<file path="config.mk">
export PLATFORM = sky130hd
export DESIGN_NAME = onehot_scan_decoder_flat
export DESIGN_NICKNAME = d
export VERILOG_FILES = /design/src/rtl/onehot_scan_decoder_if.sv /design/src/rtl/onehot_scan_decoder.sv /design/src/flat_wrapper.sv
export SDC_FILE = /design/constraint.sdc
export NUM_CORES = 1
export LEC_CHECK = 0
export CORE_AREA = 2 2 39 41
export DETAILED_ROUTE_END_ITERATION = 10
export DIE_AREA = 0 0 41 43
export GPL_TIMING_DRIVEN = 0
export SLEW_MARGIN = 20
export SYNTH_ARGS = -nofsm -noshare
export SYNTH_HDL_FRONTEND = slang
export SYNTH_SLANG_ARGS = --single-unit
</file>
<file path="constraint.sdc">
create_clock -name clock -period 2.1 [get_ports clock]
set_input_delay 0.42 -clock clock [delete_from_list [all_inputs] [get_ports clock]]
set_output_delay 0.42 -clock clock [all_outputs]
set_load 0.1 [all_outputs]
</file>
<file path="src/rtl/onehot_scan_decoder_if.sv">
// Handshake-free bundle between a scan controller and the one-hot scan decoder.
// master drives enable/mode/binary and observes the decode; slave is the decoder side.
interface onehot_scan_decoder_if #(
  parameter int WIDTH = 2
);
  localparam int OUTS = 1 << WIDTH;

  logic             en_L;
  logic [1:0]       mode;
  logic [WIDTH-1:0] binary;
  logic [OUTS-1:0]  onehot;
  logic [WIDTH-1:0] index;
  logic             wrap;

  modport master (output en_L, mode, binary, input onehot, index, wrap);
  modport slave  (input en_L, mode, binary, output onehot, index, wrap);
endinterface

</file>
<file path="src/rtl/onehot_scan_decoder.sv">
// Registered index with load / scan-up / scan-down every DIV clocks; combinational gated one-hot decode.
// Load and steps show one edge later, en_L blanking is immediate; no backpressure, every edge is accepted.
module onehot_scan_decoder #(
  parameter int WIDTH = 2,
  parameter int DIV   = 4
) (
  input  logic                  clock,
  input  logic                  reset,
  onehot_scan_decoder_if.slave  bus
);
  localparam int OUTS = 1 << WIDTH;
  localparam int TW   = (DIV > 1) ? $clog2(DIV) : 1;
  localparam logic [TW-1:0]    TICK_LAST = TW'(DIV - 1);
  localparam logic [WIDTH-1:0] IDX_MAX   = '1;

  logic [TW-1:0]    tick;
  logic [WIDTH-1:0] index_q;
  logic             wrap_q;
  logic             step;

  // With DIV == 1 the tick register never leaves 0, so every scan edge is a step.
  assign step = (tick == TICK_LAST);

  always_ff @(posedge clock or posedge reset) begin
    if (reset) begin
      tick    <= '0;
      index_q <= '0;
      wrap_q  <= 1'b0;
    end else begin
      wrap_q <= 1'b0;
      case (bus.mode)
        2'b01: begin
          index_q <= bus.binary;
          tick    <= '0;
        end
        2'b10, 2'b11: begin
          if (step) begin
            tick <= '0;
            if (bus.mode[0]) begin
              index_q <= index_q - WIDTH'(1);
              wrap_q  <= (index_q == '0);
            end else begin
              index_q <= index_q + WIDTH'(1);
              wrap_q  <= (index_q == IDX_MAX);
            end
          end else begin
            tick <= tick + TW'(1);
          end
        end
        default: ;
      endcase
    end
  end

  assign bus.index  = index_q;
  assign bus.wrap   = wrap_q;
  assign bus.onehot = bus.en_L ? '0 : (OUTS'(1) << index_q);
endmodule

</file>
<file path="src/flat_wrapper.sv">
// flat-port wrapper written by rule: the top's interface ports become plain ports
module onehot_scan_decoder_flat 
#(
  parameter int WIDTH = 2,
  parameter int DIV   = 4
)
  (clock, reset, bus_en_L, bus_mode, bus_binary, bus_onehot, bus_index, bus_wrap);
  onehot_scan_decoder_if #(.WIDTH(WIDTH)) bus_i ();
  input  logic clock;
  input  logic reset;
  input wire logic [$bits(bus_i.en_L)-1:0] bus_en_L;
  input wire logic [$bits(bus_i.mode)-1:0] bus_mode;
  input wire logic [$bits(bus_i.binary)-1:0] bus_binary;
  output wire logic [$bits(bus_i.onehot)-1:0] bus_onehot;
  output wire logic [$bits(bus_i.index)-1:0] bus_index;
  output wire logic [$bits(bus_i.wrap)-1:0] bus_wrap;
  assign bus_i.en_L = bus_en_L;
  assign bus_i.mode = bus_mode;
  assign bus_i.binary = bus_binary;
  assign bus_onehot = bus_i.onehot;
  assign bus_index = bus_i.index;
  assign bus_wrap = bus_i.wrap;
  onehot_scan_decoder #(.WIDTH(WIDTH), .DIV(DIV)) u_core (.clock(clock), .reset(reset), .bus(bus_i));
endmodule
</file>
==> flow_summary.json <==
{
  "status": "finished clean",
  "coreArea_mm2": 0.00138,
  "timing.rr.end": "u_core.bus.index[0]$_DFFE_PP0P_",
  "yosysSeqAreaShare_pct": 38.3,
  "syn_nets": 45,
  "fmax_mhz": 488,
  "cts_tree": "done",
  "num_vias": 317,
  "postRouteAntennaNets": 0,
  "io_pins": 14,
  "max_slew_margin_pct": 36.7,
  "ys_warn_count": 0,
  "antenna_found_initial": 0,
  "area_growth_pct": 55.6,
  "dp_hpwl_um": 521,
  "grt_pass1_vias": 327,
  "slowest_delay_ps": 560,
  "dieHeight_um": 43,
  "sw_frac_of_total_pct": 51.5,
  "slew_viol_final": 0,
  "hold_violations": 0,
  "syn_avg_cell_area_um2": 8.83,
  "drt_iter0_drc": 1,
  "clk_pin_slew_ps": 50,
  "endpoint_kind": "output port",
  "worst_setup_path_start_kind": "primary input",
  "clkSinkCount": 5,
  "cts-htree-levels": 1,
  "synth_top_area_share_pct": 38.3,
  "clock_path_buffers": 2,
  "num_rows": 14,
  "place_ws_ps": -690,
  "drive_above_1_share_pct": 32.7,
  "reg2reg_slack_ps": 910,
  "antenna_cells": 0,
  "ctsHoldBuffers": 0,
  "cellInternalPower_mw": 0.306,
  "skew_ps": 3.56,
  "cts_buffers": 3,
  "num-nets-final": 61,
  "wire_per_inst_um": 10.9,
  "yosysTopAreaCell": "dfrtp_1",
  "place_congestion": 0.668,
  "first_pass_iters": 2,
  "synthCells": 37,
  "die_width_um": 41,
  "leakage_nw": 0.228,
  "critPathSlowestCell": "clkdlybuf4s50_1",
  "min_period_ps": 2050,
  "synth.distinct_cells": 21,
  "critPathRequiredTime_ps": 1680,
  "power-per-cell-area_mw_per_mm2": 1240,
  "start_util_pct": 23.6,
  "whs_ps": 377,
  "crit_chain": "clkdlybuf4s50_1, nor3b_4, buf_2",
  "die_area_mm2": 0.00176,
  "grt_usage_pct": 11.4,
  "setup_viol": 0,
  "numPortBuffers": 11,
  "cp_max_fo": 4,
  "min-delay-path-class": "primary input to async pin",
  "grt_pass1_wl_mm": 1.32,
  "clock_latency_ps": 250,
  "power_frac_seq_pct": 22.4,
  "grt.overflow.total": 0,
  "ys_ff_latch": 5,
  "maxCapViolations": 0,
  "grt_max_degree": 11,
  "r2r-start": "u_core.bus.index[0]$_DFFE_PP0P_",
  "crit_type": "primary input to output port",
  "layout_worst_path_cycle_share_pct": 97.7,
  "worst_pin_slew_ps": 953,
  "setup_slack_ps": 49.3,
  "drt_wl_total_um": 738,
  "p_sw_mw": 0.325,
  "netlist_area_um2": 327,
  "vias_per_cell": 4.66,
  "cts-root-buf": "clkbuf_4",
  "drcViolationCount": 0,
  "reg2regPathDepth": 4,
  "arrival_ps": 1630,
  "clkPwrFrac_pct": 18.9,
  "p_comb_share_pct": 58.7,
  "ir_drop_v": 0.000456,
  "synthTopCellsByArea": "dfrtp_1 38%, nor3b_1 6.9%, xnor2_1 5.4%, buf_2 4.6%, a211oi_1 4.6%",
  "grt_setup_unrepaired": "no"
}
-- state kept, by name, indices dropped and copies added, names as in the netlist --
name	cells
u_core.bus.index	2
u_core.tick	2
u_core.bus.wrap	1
-- synth_stat cells --
library cell	number
a211o_1	1
a211oi_1	2
nor2_1	4
a22o_1	1
xnor2_1	2
inv_2	1
nor3_1	1
a21o_1	1
nand2_1	2
nor3b_1	3
buf_6	1
o21ai_1	2
inv_1	1
ha_1	1
buf_2	3
a31oi_1	1
nor2b_1	1
dfrtp_1	5
a21oi_1	2
nand2b_1	1
and3b_1	1
-- power groups by stage --
stage,combinational (mW),sequential (mW),clock [mW]
after floorplan,0.230,0.227,0
after global placement,0.383,0.142,0
after detailed placement,0.389,0.143,0
after CTS,0.371,0.141,0.120
after global routing,0.400,0.146,0.131
final,0.370,0.141,0.119
-- routing by layer --
metal,share of wire (%),vias up,GRT usage (%)
li1,-,157,-
met1,40,149,12.4
met2,53,11,17.8
met3,7.0,0,3.14
met4,0,0,8.00
met5,0,-,0
-- how the worst max path moves through the flow --
stage	cells after the start	start	end
detailed placement	3	bus_en_L	bus_onehot[3]
floorplan	2	u_core.bus.index[1]$_DFFE_PP0P_	bus_onehot[2]
global placement	3	bus_en_L	bus_onehot[3]
finish	3	bus_en_L	bus_onehot[1]
CTS	3	bus_en_L	bus_onehot[3]
global route	3	bus_en_L	bus_onehot[1]
-- critical path: cells and delay by family --
kind          cells  cell delay [ps]
simple gates      1              210
buf+inv           2             1000
-- cell usage in the layout, fill, tap and decap left out, drive strengths merged --
cell type	n
xnor2	2
clkbuf	6
a211o	1
nor3b	3
nand2	2
nor3	1
dlygate4sd2	3
inv	2
a211oi	2
clkdlybuf4s50	4
buf	6
nand2b	1
a21o	1
and3b	1
nor2	4
a31oi	1
a22o	1
dfrtp	5
nor2b	1
ha	1
a21oi	2
o21ai	2
-- repair_timing --
action,CTS,global route
pin swaps,0,0
gates resized for setup,23,2
setup buffers,0,0
endpoints found under the hold margin,0,0
setup endpoints to repair,7,2
-- kinds of logic after synthesis --
logic type / after synthesis / share of synthesized area (%)
flops: 5 / 38.3
xor+xnor: 2 / 5.36
buf+inv: 6 / 10.3
compound gates: 10 / 20.3
fa+ha+maj: 1 / 3.83
simple gates: 13 / 21.8
-- metrics by stage --
| step | total power [mW] | util (%) | std cells | area (um2) | TNS [ps] |
|---|---|---|---|---|---|
| 6_report | 0.631 | 36.7 | 68 | 508 | 0 |
| 5_1_grt | 0.677 | 36.7 | 68 | 508 | 0 |
| 4_1_cts | 0.632 | 36.3 | 68 | 503 | 0 |
| 3_5_place_dp | 0.533 | 36.2 | 64 | 500 | -2690 |
| 3_3_place_gp | 0.526 | 36.2 | 64 | 500 | -2700 |
| 2_1_floorplan | 0.457 | - | 37 | 370 | -5.91 |
-- layout make-up --
type | instances | area, um2
fillers | 162 | 876
repair buffers | 11 | 91.3
flip-flops and latches | 5 | 133
clock buffers | 4 | 26.3
well taps | 16 | 20.0
inverters | 2 | 7.51
multi-input cells | 26 | 201
plain buffers | 4 | 28.8
(Power assumes the default switching activity.)
